[src/rtl/score_pkg.sv]
// Shared encodings for the score latch slice: FSM states, game-state select codes
// and the channel-index width helper.
package score_pkg;

    typedef enum logic [1:0] {
        ST_IDLE    = 2'd0,
        ST_PLAY    = 2'd1,
        ST_CAPTURE = 2'd2,
        ST_HOLD    = 2'd3
    } state_t;

    localparam logic [1:0] SEL_IDLE = 2'b00;
    localparam logic [1:0] SEL_PLAY = 2'b01;
    localparam logic [1:0] SEL_OVER = 2'b10;

    // Index width for n items, never narrower than one bit.
    function automatic int idx_width(input int n);
        return (n > 1) ? $clog2(n) : 1;
    endfunction

endpackage

[src/rtl/score_max_sel.sv]
// Combinational argmax over CHANNELS packed score words; ties resolve to the lowest index.
module score_max_sel
    import score_pkg::*;
#(
    parameter int WIDTH    = 32,
    parameter int CHANNELS = 2,
    localparam int CW      = idx_width(CHANNELS)
) (
    input  logic [CHANNELS*WIDTH-1:0] words,
    output logic [WIDTH-1:0]          max_val,
    output logic [CW-1:0]             max_idx
);

    logic [WIDTH-1:0] word_arr [CHANNELS];

    generate
        for (genvar gi = 0; gi < CHANNELS; gi++) begin : g_unpack
            assign word_arr[gi] = words[gi*WIDTH +: WIDTH];
        end
    endgenerate

    // Strict compare keeps the earlier channel on equal values.
    always_comb begin
        max_val = word_arr[0];
        max_idx = '0;
        for (int i = 1; i < CHANNELS; i++) begin
            if (word_arr[i] > max_val) begin
                max_val = word_arr[i];
                max_idx = CW'(i);
            end
        end
    end

endmodule

[src/rtl/score_latch_multi.sv]
// Multi-player game-over score latch: freezes final scores once per game, tracks the
// running high score and drives an alternating display word while frozen.
module score_latch_multi
    import score_pkg::*;
#(
    parameter int WIDTH       = 32,
    parameter int CHANNELS    = 2,
    parameter int DISP_CYCLES = 100_000_000,
    localparam int CW         = idx_width(CHANNELS)
) (
    input  logic                      clk,
    input  logic                      reset_n,
    input  logic [1:0]                select,
    input  logic [CHANNELS*WIDTH-1:0] score_in,
    input  logic [CW-1:0]             disp_ch,
    input  logic                      clear_high,
    output logic [CHANNELS*WIDTH-1:0] latch_out,
    output logic [WIDTH-1:0]          high_score,
    output logic [CW-1:0]             high_ch,
    output logic                      new_record,
    output logic                      frozen,
    output logic [WIDTH-1:0]          display_out
);

    localparam int PW = (DISP_CYCLES > 1) ? $clog2(DISP_CYCLES) : 1;

    state_t                    state_reg, state_next;
    logic                      armed_reg;
    logic [CHANNELS*WIDTH-1:0] latch_reg;
    logic [WIDTH-1:0]          high_reg;
    logic [CW-1:0]             high_ch_reg;
    logic                      new_record_reg;
    logic [WIDTH-1:0]          display_reg, display_next;
    logic [PW-1:0]             phase_cnt_reg;
    logic                      phase_reg;

    logic [WIDTH-1:0] score_arr [CHANNELS];
    logic [WIDTH-1:0] latch_arr [CHANNELS];
    logic [CW-1:0]    disp_idx;
    logic [WIDTH-1:0] cap_max;
    logic [CW-1:0]    cap_idx;
    logic             play_entry;
    logic             cap_win;

    generate
        for (genvar gi = 0; gi < CHANNELS; gi++) begin : g_unpack
            assign score_arr[gi] = score_in[gi*WIDTH +: WIDTH];
            assign latch_arr[gi] = latch_reg[gi*WIDTH +: WIDTH];
        end
    endgenerate

    score_max_sel #(
        .WIDTH    (WIDTH),
        .CHANNELS (CHANNELS)
    ) u_max_sel (
        .words   (latch_reg),
        .max_val (cap_max),
        .max_idx (cap_idx)
    );

    assign disp_idx   = (int'(disp_ch) < CHANNELS) ? disp_ch : '0;
    assign play_entry = (state_next == ST_PLAY) && (state_reg != ST_PLAY);
    assign cap_win    = (state_reg == ST_CAPTURE) && (cap_max > high_reg);

    always_ff @(posedge clk or negedge reset_n) begin
        if (!reset_n) state_reg <= ST_IDLE;
        else          state_reg <= state_next;
    end

    // Reserved select 11 behaves like idle in every state.
    always_comb begin
        state_next   = state_reg;
        display_next = high_reg;
        case (state_reg)
            ST_IDLE: begin
                if (select == SEL_PLAY) state_next = ST_PLAY;
            end
            ST_PLAY: begin
                display_next = score_arr[disp_idx];
                if (select == SEL_OVER && armed_reg) state_next = ST_CAPTURE;
                else if (select != SEL_PLAY && select != SEL_OVER) state_next = ST_IDLE;
            end
            ST_CAPTURE: begin
                display_next = score_arr[disp_idx];
                state_next   = ST_HOLD;
            end
            ST_HOLD: begin
                display_next = phase_reg ? high_reg : latch_arr[disp_idx];
                if (select == SEL_PLAY) state_next = ST_PLAY;
                else if (select != SEL_OVER) state_next = ST_IDLE;
            end
            default: state_next = ST_IDLE;
        endcase
    end

    always_ff @(posedge clk or negedge reset_n) begin
        if (!reset_n) begin
            armed_reg      <= 1'b0;
            latch_reg      <= '0;
            high_reg       <= '0;
            high_ch_reg    <= '0;
            new_record_reg <= 1'b0;
            display_reg    <= '0;
        end else begin
            display_reg <= display_next;
            if (play_entry) begin
                armed_reg      <= 1'b1;
                new_record_reg <= 1'b0;
            end
            if (state_next == ST_CAPTURE) begin
                latch_reg <= score_in;
                armed_reg <= 1'b0;
            end
            // A winning capture takes priority over a coincident clear.
            if (cap_win) begin
                high_reg       <= cap_max;
                high_ch_reg    <= cap_idx;
                new_record_reg <= 1'b1;
            end else if (clear_high) begin
                high_reg    <= '0;
                high_ch_reg <= '0;
            end
        end
    end

    always_ff @(posedge clk or negedge reset_n) begin
        if (!reset_n) begin
            phase_cnt_reg <= '0;
            phase_reg     <= 1'b0;
        end else if (state_reg != ST_HOLD) begin
            phase_cnt_reg <= '0;
            phase_reg     <= 1'b0;
        end else if (phase_cnt_reg == PW'(DISP_CYCLES - 1)) begin
            phase_cnt_reg <= '0;
            phase_reg     <= ~phase_reg;
        end else begin
            phase_cnt_reg <= phase_cnt_reg + 1'b1;
        end
    end

    assign latch_out   = latch_reg;
    assign high_score  = high_reg;
    assign high_ch     = high_ch_reg;
    assign new_record  = new_record_reg;
    assign frozen      = (state_reg == ST_HOLD);
    assign display_out = display_reg;

endmodule
[config.mk]
export PLATFORM = sky130hd
export DESIGN_NAME = score_latch_multi
export DESIGN_NICKNAME = d
export VERILOG_FILES = /design/src/rtl/score_pkg.sv /design/src/rtl/score_max_sel.sv /design/src/rtl/score_latch_multi.sv
export SDC_FILE = /design/constraint.sdc
export NUM_CORES = 1
export LEC_CHECK = 0
export BUFFER_PORTS_ARGS = -buffer_cell sky130_fd_sc_hd__buf_2
export CAP_MARGIN = 20
export CORE_ASPECT_RATIO = 2
export CORE_MARGIN = 2
export CORE_UTILIZATION = 45
export DETAILED_ROUTE_END_ITERATION = 8
export HOLD_SLACK_MARGIN = 0.03
export PLACE_DENSITY_LB_ADDON = 0.2
export SYNTH_ARGS = -nofsm -noshare
export SYNTH_HDL_FRONTEND = slang
export SYNTH_SLANG_ARGS = --single-unit
[constraint.sdc]
create_clock -name clk -period 7.15 [get_ports clk]
set_input_delay 1.43 -clock clk [delete_from_list [all_inputs] [get_ports clk]]
set_output_delay 1.43 -clock clk [all_outputs]
set_load 0.01 [all_outputs]
# Word-level counts from Yosys, hierarchy flattened
# Cells that the tools add are included.
# totals
register_bits,161
output_inout_bits,131
in_bits,70
word_cells,65
# classes
addsub,1
eq_ne,12
n_reduce_logical,10
mux,28
bitwise_logic,2
magnitude_cmp,3
# ops
op,count
two-way mux 32 bit,10
> comparator 32 bit,2
one-hot mux 32 bit (2 select lines),1
two-way mux 27 bit,2
adder 27 x 1 -> 27 bit (second input constant),1
equality test 27 bit (second input constant),1
two-way mux 2 bit,5
two-way mux 1 bit,9
equality test 2 bit (second input constant),4
one-hot mux 2 bit (4 select lines),1
nonzero test 2 bit,4
equality test 2 x 1 -> 1 bit (second input constant),3
logical AND 1 bit,4
inequality test 2 x 1 -> 1 bit (second input constant),2
inequality test 2 bit (second input constant),2
greater-or-equal comparator 2 bit (second input constant),1
zero test 2 bit,1
NOT 1 -> 2 bit,1
OR reduction 2 bit,1
NOT 1 bit,1

# Depth between registers and ports, before layout
# Gate-level depths: netlist of the first run.
# logic_depth
depth_word,9
mapped_depth,19
depth_no_buf,15

# Modules after synthesis
# A second synthesis of the first run with hierarchy kept.
# unflattened
cells_unflattened,926
hier_area_um2,9501.6
# modules_own_cells
mod,seq_area_each_um2,n_inst,area_per_inst_um2,cells_each
score_latch_multi,4028.9,1,8277.9,776
score_max_sel,0.0,1,1223.7,150

# Worst setup path after synthesis of the first run
# Ideal clock, no wire load.
# synth_path
path_type,flip-flop to flip-flop
from,"register latch_reg[30], in the netlist latch_out[30]"
to,"register new_record_reg, in the netlist new_record"
path_buffers,4
path_stages_with_launch,20
setup_slack_ns,3.080
arrival_ns,3.945
required_ns,7.025
cell_sequence,dfrtp_1 inv_1 ha_1 nand4_2 or4_4 nand2b_1 o21a_2 buf_6 o21ai_1 nand2_1 ha_1 nor2b_1 o211ai_2 a21oi_1 or4b_4 buf_6 a21o_1 buf_6 buf_6 o21bai_1
# synth_via
elab_chain_len,5
# synth_lines
element,line_no,text
from (decl),score_latch_multi.sv:29,logic [CHANNELS*WIDTH-1:0] latch_reg;
from (signal assigned),score_latch_multi.sv:111,latch_reg <= score_in;
> comparator 32 bit,score_max_sel.sv:27,if (word_arr[i] > max_val) begin
two-way mux 32 bit (*),score_max_sel.sv:27,
> comparator 32 bit (*),score_latch_multi.sv:63,assign cap_win = (state_reg == ST_CAPTURE) && (cap_max > high_reg);
logical AND 1 bit (*),score_latch_multi.sv:63,
two-way mux 1 bit or nonzero test 2 bit (tied branches),n/a,
to (signal assigned),score_latch_multi.sv:102,new_record_reg <= 1'b0;
to (signal assigned),score_latch_multi.sv:108,new_record_reg <= 1'b0;
to (signal assigned),score_latch_multi.sv:118,new_record_reg <= 1'b1;
to (decl),score_latch_multi.sv:32,logic new_record_reg;
# Mark *: on every way between the ends. The rest lies on a longest branch, timed or not.
# A chain may end at the register's enable or synchronous reset.

# Worst setup path in the final report of the first run
# layout_path
from,"register latch_reg[14], in the netlist latch_out[14]"
to,"register high_reg[13], in the netlist high_score[13]"
# layout_via
elab_chain_len,5
# layout_lines
element,line_no,text
> comparator 32 bit,score_max_sel.sv:27,
two-way mux 32 bit (*),score_max_sel.sv:27,
> comparator 32 bit,score_latch_multi.sv:63,
logical AND 1 bit,score_latch_multi.sv:63,
two-way mux 32 bit or nonzero test 2 bit (tied branches),n/a,
to (signal assigned),score_latch_multi.sv:116,high_reg <= cap_max;
to (decl),score_latch_multi.sv:30,logic [WIDTH-1:0] high_reg;
# Marked as above.

==> results of run 1 <==
[worst paths after layout]
path / startpoint / end / slack, ps / cells after the start
max in group asynchronous: reset_n / high_score[15] / 4570 / 2
min in group asynchronous: reset_n / display_out[27] / 1050 / 1
min reg2reg: phase_cnt_reg[0] / phase_cnt_reg[0] / 490 / 1
max reg2reg: latch_out[14] / high_score[13] / 1720 / 17
max: latch_out[14] / high_score[13] / 1720 / 17
min: phase_cnt_reg[0] / phase_cnt_reg[0] / 490 / 1
[cell usage in the layout (no fill, tap or decap), types with 19 or more instances in the layout]
cell      count
a21oi_1      62
a221oi_1     64
a31oi_1      33
buf_2       199
dfrtp_1     161
ha_1         70
inv_1        76
mux2_2       64
nand2_1     151
nand3_1      51
nor2_1       35
o21ai_2      19
o31ai_1      32
[layout make-up]
| class | count | share of cell area (%) |
|---|---|---|
| multi-input cells | 716 | 44.40 |
| flip-flops and latches | 161 | 35.42 |
| repair buffers | 213 | 9.714 |
| clock buffers | 18 | 3.773 |
| well taps | 273 | 3.003 |
| inverters | 76 | 2.508 |
| clock inverters | 14 | 1.133 |
| diodes | 2 | 0.04400 |
[cell families after synthesis]
group	count (synthesis)	synth area share (%)
AOI/OAI and AO/OA	260	18.87
xor gates and xnor gates	25	2.255
adders and majority gates	71	9.147
buffers and inverters	144	6.841
DFF	161	41.48
muxes	65	7.524
and+or+nand+nor	295	13.88
[worst max-delay path: stages (launching register included)]
cell and delay (ps):
dfrtp_1 420, inv_1 60, ha_1 320, nand4_1 290, or3_1 430, a21oi_1 270, o31a_2 700, buf_4 330
o21ai_1 100, nand2_1 120, ha_1 240, nor2b_1 140, o211ai_2 120, a21oi_1 80, or4b_4 730, a21o_1 440
buf_4 320, a31oi_1 200
[routing by layer]
layer / wire, µm / global-route usage [%] / share of wire, %
met4: 1650 / 15.74 / 5.4
met2: 17220 / 51.07 / 56
met1: 10330 / 27.09 / 34
met3: 1295 / 4.526 / 4.2
met5: 0 / 0 / 0
[power groups by stage]
stage          clock network, mW  registers [mW]  logic (mW)
6_report                   0.890            1.69        3.76
5_1_grt                    0.941            1.73        4.17
4_1_cts                    0.907            1.69        3.78
3_5_place_dp                   0            1.70        3.76
3_3_place_gp                   0            1.69        3.72
2_1_floorplan                  0            1.71        2.54
==> results.yml, run 1 <==
layout:
  fin_nets: 1326
  largest_register_ffs: 64
  syn_to_final_growth_pct: 17.11
  fillers: 1999
  ff_latch_area_um2: 4029
  finalNonFillerCells: 1473
  fin_util_pct: 53.16
  fin_area_um2: 11370
  multiInputGateArea_um2: 5050
  drive_gt1_share_pct: 28.63
grt:
  grt-ovfl-total: 0
  grt_max_degree: 90
  track_usage_pct: 27.08
  antenna_found_initial: 2
  grt_pass1_wl_mm: 46.78
  grt_pass1_vias: 8581
synthesis:
  synth_cell_types: 55
  synth_edf_count: 0
  synth_warnings: 0
  synth_top_cell_area_share_pct: 41.48
  synth-main-ff-cell: "dfrtp_1"
  syn_inst: 1021
  syn_area_um2: 9712
  ys_seq_area_share_pct: 41.48
  syn_nets: 1162
  synth_commonest_cells: "161 x dfrtp_1, 152 x nand2_1, 76 x inv_1"
  synth_area_leaders: "dfrtp_1 41%, ha_1 9.1%, mux2_2 7.4%"
  ys_seq_elements: 161
  async_flop_share_pct: 100.0
  synth_area_leader_cell: "dfrtp_1"
  avgSynthCellArea_um2: 9.512
  synth_most_common_cell: "dfrtp_1"
drt:
  firstDrtPassIters: 5
  post_drt_wl_per_cell_um: 20.70
  route.detailed.drc: 0
  drtIter0Drc: 610
  routed_wl_mm: 30.50
  vias_per_cell: 5.904
  vias: 8697
  antenna_left: 0
critical_path:
  cp_data_arrival_time_ps: 5800
  worstSetupStartpointType: "flop"
  crit_type: "reg2reg"
  end_kind: "flop"
  cp_max_fo: 33
  cp.required_ps: 7520
floorplan:
  start_util_pct: 45.39
  die-area_um2: 22840
  rows: 76
  dieWidth_um: 107.9
  io_pins: 201
  die_h_um: 211.8
  core_um2: 21400
placed_design:
  place_ws_ps: 1767
  place_congestion: 0.8632
  io_buffer_count: 200
  placed_area_um2: 10810
  dp.cells: 1439
  hpwl_mm: 21.59
status:
  status: "completed"
timing:
  slew_headroom_pct: 25.80
  holdWs_ps: 488.7
  setup-violations-final: 0
  fmax_mhz: 184.2
  fin_crit_sh_pct: 75.94
  worst_pin_slew_ps: 1112
  rsz0062_at_grt: "no"
  finalWorstSetupSlack_ps: 1720
  setup_tns_ps: 0
  final_max_slew_viol_count: 0
  fin_crit_ps: 5430
  hold_viol_final: 0
  clock_skew_ps: 10.48
power_and_ir_drop:
  power_mw: 6.337
  p_int_mw: 3.220
  pwr-share-clk_pct: 14.0
  powerDensity_nw_per_um2: 557.2
  power_frac_comb_pct: 59.3
  seq_power_share_pct: 26.6
  p_sw_mw: 3.117
  vdd_drop_max_mv: 0.3523
  leakage_nw: 5.447
  switching_share_pct: 49.19
clocking:
  worstSkewPairLatency_ps: 450
  clockRootBuffer: "clkbuf_16"
  cts_setup_buffers: 0
  cts_tree: "built"
  post_cts_resized: 0
  hold_buffers: 0
  h-tree-depth: 4
  cts_inserted_buffers: 17
  cts_buffer_depth: 2
  clkTransAtPathRegs_ps: 70
  cts_sinks: 161
min_path:
  hp-class: "reg2reg"
job:
  maxCapViolations: 0
Note: power is estimated with default switching activity, not from simulation.
==> run 2: changes to the inputs <==
==> constraint.sdc (replaced) <==
create_clock -name clk -period 4.4 [get_ports clk]
set_input_delay 0.88 -clock clk [delete_from_list [all_inputs] [get_ports clk]]
set_output_delay 0.88 -clock clk [all_outputs]
set_load 0.01 [all_outputs]
==> run 2 against run 1 <==
Clock-buffer cell count up 4. Setup slack lost 1600 ps. First-iteration DRC count shrank 5.9%. Critical path type unchanged. Largest cell class unchanged. Register-to-register slack got worse by 1600 ps. Worst hold slack got worse by 34 ps.
==> results.yml, run 2 (synthesis results as in run 1) <==
placed_design:
  hpwl_mm: 22.98
  place_ws_ps: -50.13
  placed_area_um2: 11260
  place_congestion: 0.8573
  dp.cells: 1486
  io_buffer_count: 200
critical_path:
  cp_slowest_cell: "or4_4"
  end_kind: "flop"
  cp_data_arrival_time_ps: 4660
  critical_path.cell_chain: "ha_4 -> nand4_1 -> or4_4 -> nand2b_4 -> o21a_4 -> buf_12 -> o21ai_4 -> nand2_1 -> ha_1 -> nand4_1 -> buf_4 -> a21oi_1 -> or4b_4 -> a21o_1 -> buf_12 -> a31oi_1"
  cp.required_ps: 4760
  rrSetupSlack_ps: 110
  worstSetupStartpointType: "flop"
  cp_max_fo: 21
  ff2ff_path_depth: 16
  r2r-end: "high_score[17]"
  slowest_delay_ps: 580
  crit_type: "reg2reg"
  r2r_start: "latch_out[59]"
drt:
  dr.max_layer_used: "met4"
  firstDrtPassIters: 6
  dr_wl_met3_mm: 1.312
  post_drt_wl_per_cell_um: 20.30
  wl_met1_mm: 10.89
  route.detailed.drc: 0
  routed_wl_mm: 30.91
  wl_met2_mm: 17.40
  drtIter0Drc: 574
  vias: 8917
  vias_per_cell: 5.855
  antenna_left: 0
layout:
  syn_to_final_growth_pct: 24.25
  fin_area_um2: 12070
  final_common_cell: "buf_2"
  drive_gt1_share_pct: 33.28
  mostFrequentLayoutCells: "199 x buf_2, 160 x dfrtp_1, 151 x nand2_1"
  fin_nets: 1378
  finalNonFillerCells: 1523
  largest_register_ffs: 64
clocking:
  clockRootBuffer: "clkbuf_16"
  worstSkewPairLatency_ps: 450
  cts_inserted_buffers: 17
  h-tree-depth: 4
  hold_buffers: 0
  cts_tree: "built"
  cts_sinks: 161
  clkTransAtPathRegs_ps: 60
  cts_buffer_depth: 2
timing:
  fmax_mhz: 232.9
  final_max_slew_viol_count: 0
  setup-violations-final: 0
  holdWs_ps: 454.8
  worst_pin_slew_ps: 982.5
  slew_headroom_pct: 34.50
  clock_skew_ps: 8.468
  finalWorstSetupSlack_ps: 105.4
  fin_crit_sh_pct: 97.60
  fin_crit_ps: 4295
  hold_viol_final: 0
  setup_tns_ps: 0
power_and_ir_drop:
  switching_share_pct: 47.49
  seq_power_share_pct: 23.6
  p_sw_mw: 5.317
  leakage_nw: 5.818
  p_int_mw: 5.879
  powerDensity_nw_per_um2: 927.8
  power_frac_comb_pct: 63.3
  vdd_drop_max_mv: 0.7783
  pwr-share-clk_pct: 13.1
status:
  status: "completed"
floorplan:
  die-area_um2: 22840
  rows: 76
  io_pins: 201
  core_um2: 21400
  start_util_pct: 45.39
  die_h_um: 211.8
  dieWidth_um: 107.9
min_path:
  hp-class: "in2async"
grt:
  track_usage_pct: 27.45
  antenna_found_initial: 3
  grt_pass1_vias: 8945
  grt_max_degree: 79
  grt-ovfl-total: 0
  grt_pass1_wl_mm: 47.88
job:
  maxCapViolations: 0
## run 2: per-layer routing
layer	vias to the layer above	global-route usage, %
li1	4124	-
met5	-	0
met2	311	51.01
met4	0	14.28
met3	81	4.126
met1	4401	29.20
## run 2: power by group through the flow
stage / Clock, mW / Sequential (mW) / Combinational (mW)
2_1_floorplan: 0 / 2.78 / 4.13
3_3_place_gp: 0 / 2.63 / 6.66
3_5_place_dp: 0 / 2.64 / 6.76
4_1_cts: 1.49 / 2.62 / 6.83
5_1_grt: 1.55 / 2.70 / 7.79
6_report: 1.47 / 2.64 / 7.09
## run 2: cell type report
| class | instances | area [µm²] |
|---|---|---|
| Antenna cell | 3 | 7.507 |
| Sequential cell | 161 | 4030 |
| Clock buffer | 22 | 474.2 |
| Tap cell | 273 | 341.6 |
| Inverter | 76 | 285.3 |
| Timing Repair Buffer | 265 | 1623 |
| Clock inverter | 7 | 85.08 |
| Multi-Input combinational cell | 716 | 5220 |
| Fill cell | 1959 | 9329 |
## run 2: worst max path at each step
stage	start	endpoint	slack, ps	cells past startpoint
global placement	latch_out[59]	high_score[0]	20	16
finish	latch_out[59]	high_score[17]	110	16
floorplan	latch_out[30]	new_record	330	19
global route	latch_out[1]	high_ch	-7	17
detailed placement	latch_out[59]	high_score[9]	-50	16
CTS	latch_out[59]	high_score[11]	20	16
## run 2: through the flow
step	utilization, %	power [mW]
CTS	55.39	10.94
finish	56.40	11.20
detailed placement	52.64	9.396
floorplan	-	6.912
global placement	52.64	9.291
global route	56.40	12.04
## run 2: timing repair
action,4_1_cts,5_1_grt
gates resized for setup,2,29
pin swaps,2,6
setup endpoints to repair,34,34
setup buffers,2,2
## run 2: critical path: cells and delay by family, from the launching register on
kind            cells  cell delay (ps)
simple gates        6             1770
compound gates      5              830
fa+ha+maj           2              630
buf+inv             3              490
flops               1              470
==> run 3: changes to the inputs <==
--- a/config.mk
+++ b/config.mk
@@ -5,8 +5,8 @@
 export SDC_FILE = /design/constraint.sdc
 export NUM_CORES = 1
 export LEC_CHECK = 0
-export BUFFER_PORTS_ARGS = -buffer_cell sky130_fd_sc_hd__buf_2
-export CAP_MARGIN = 20
+export BUFFER_PORTS_ARGS = -buffer_cell sky130_fd_sc_hd__buf_4
+export CAP_MARGIN = 30
 export CORE_ASPECT_RATIO = 2
 export CORE_MARGIN = 2
 export CORE_UTILIZATION = 45
==> run 3 against run 2 <==
Setup slack better by 76 ps. Sequential power barely moved. Combinational power is 5.2% higher. Core utilization is 2.4 points higher. Largest cell class unchanged.
==> results.yml, run 3 (synthesis results as in run 1) <==
floorplan:
  die-area_um2: 22840
  io_pins: 201
  start_util_pct: 45.39
  die_h_um: 211.8
  core_um2: 21400
  rows: 76
  dieWidth_um: 107.9
layout:
  fin_area_um2: 12570
  syn_to_final_growth_pct: 29.46
  largest_register_ffs: 64
  final_common_cell: "buf_4"
  fin_nets: 1382
  fin_util_pct: 58.77
  drive_gt1_share_pct: 33.17
  mostFrequentLayoutCells: "257 x buf_4, 155 x dfrtp_1, 151 x nand2_1"
drt:
  vias_per_cell: 5.891
  post_drt_wl_per_cell_um: 20.74
  vias: 9008
  routed_wl_mm: 31.70
  firstDrtPassIters: 5
  route.detailed.drc: 0
  drtIter0Drc: 631
  antenna_left: 0
grt:
  grt_pass1_vias: 9052
  antenna_found_initial: 2
  grt_pass1_wl_mm: 48.87
  grt_max_degree: 122
  grt-ovfl-total: 0
  track_usage_pct: 28.22
critical_path:
  slowest_delay_ps: 570
  cp_max_fo: 27
  path_buf_inv: 3
  cp_data_arrival_time_ps: 4570
  critPathTopFamily: "simple AND/OR/NAND/NOR gates"
  cp.required_ps: 4750
  worstSetupStartpointType: "flop"
  end_kind: "flop"
  cp_slowest_cell: "or4b_4"
  critical_path.cell_chain: "inv_1 -> ha_1 -> nand4_1 -> or4_4 -> nand2b_4 -> o21a_4 -> buf_12 -> o21ai_1 -> nand2_1 -> ha_1 -> a21o_1 -> nand3_1 -> a21oi_1 -> or4b_4 -> a21o_1 -> buf_6 -> a31oi_1"
  crit_type: "reg2reg"
placed_design:
  io_buffer_count: 200
  placed_area_um2: 11800
  hpwl_mm: 23.05
  place_ws_ps: -68.94
  place_congestion: 0.8801
clocking:
  cts_tree: "built"
  cts_buffer_depth: 2
  cts_inserted_buffers: 17
  hold_buffers: 0
  worstSkewPairLatency_ps: 440
  clkTransAtPathRegs_ps: 60
  clockRootBuffer: "clkbuf_16"
  h-tree-depth: 4
  cts_sinks: 161
power_and_ir_drop:
  switching_share_pct: 46.23
  pwr-share-clk_pct: 13.4
  p_int_mw: 6.251
  power_frac_comb_pct: 64.2
  seq_power_share_pct: 22.4
  p_sw_mw: 5.375
  power_mw: 11.63
  vdd_drop_max_mv: 0.6308
  powerDensity_nw_per_um2: 924.7
  leakage_nw: 5.921
job:
  maxCapViolations: 0
timing:
  hold_viol_final: 0
  fin_crit_ps: 4219
  rsz0062_at_grt: "no"
  holdWs_ps: 345.4
  finalWorstSetupSlack_ps: 181.2
  fin_crit_sh_pct: 95.88
  slew_headroom_pct: 36.19
  fmax_mhz: 237.0
  setup-violations-final: 0
  clock_skew_ps: 7.184
  worst_pin_slew_ps: 957.1
  final_max_slew_viol_count: 0
min_path:
  hp-class: "in2async"
status:
  status: "completed"
-- run 3: changes by cell type in the layout (fill, tap and decap cells not counted), moves of 3 or more --
cell / previous run / this run
a221oi_1: 51 / 58
a221oi_2: 13 / 6
buf_2: 199 / 0
buf_4: 54 / 257
clkinv_2: 5 / 1
dfrtp_1: 160 / 155
dfrtp_2: 1 / 6
o21ai_1: 10 / 13
-- run 3: stage by stage --
| step | setup TNS (ps) | instances |
|---|---|---|
| global route | 0 | 1529 |
| global placement | 0 | 1487 |
| CTS | 0 | 1520 |
| floorplan | 0 | 1021 |
| detailed placement | -721.6 | 1488 |
| finish | 0 | 1529 |
-- run 3: power groups by stage --
stage	registers, mW	logic (mW)	clock network, mW
2_1_floorplan	2.78	4.13	0
3_3_place_gp	2.62	7.07	0
3_5_place_dp	2.62	7.21	0
4_1_cts	2.61	7.25	1.58
5_1_grt	2.68	8.15	1.64
6_report	2.61	7.46	1.56
-- run 3: final cells by class --
| class | instances | area [µm²] |
|---|---|---|
| inverter | 76 | 285.3 |
| clock buffer | 24 | 481.7 |
| clock inverter | 8 | 127.6 |
| sequential | 161 | 4036 |
| multi-input combinational | 716 | 5145 |
| fill | 1906 | 8822 |
| antenna | 2 | 5.005 |
| tap | 273 | 341.6 |
| timing repair buffer | 269 | 2151 |
-- run 3: worst paths after layout --
kind | from | end | slack [ps] | cells past startpoint
max | latch_out[18] | high_score[5] | 180 | 17
min in group clk | phase_cnt_reg[0] | phase_cnt_reg[0] | 490 | 1
min | reset_n | display_out[26] | 350 | 1
min reg2reg | phase_cnt_reg[0] | phase_cnt_reg[0] | 490 | 1
max in group asynchronous | reset_n | latch_out[8] | 2900 | 2
max reg2reg | latch_out[18] | high_score[5] | 180 | 17
-- run 3: per-layer routing --
layer	up-vias	share of wire, %	GRT usage, %
met2	337	57	53.24
met3	83	4.7	4.557
met5	-	0	0
met4	0	4.4	14.59
li1	4157	-	-
met1	4431	34	29.13
-- run 3: timing repair --
item / in CTS / in global routing
setup endpoints to repair: 30 / 34
buffers inserted: 0 / 7
resized for setup: 1 / 27
pin swaps: 1 / 8
-- run 3: worst reg2reg max path: cells and delay by family (launching register included) --
kind                     cells  cell delay (ps)
AND/OR/NAND/NOR              6             1640
AO/OA/AOI/OAI                6             1010
adder cells (fa/ha/maj)      2              610
buffers and inverters        3              430
flip-flops                   1              420
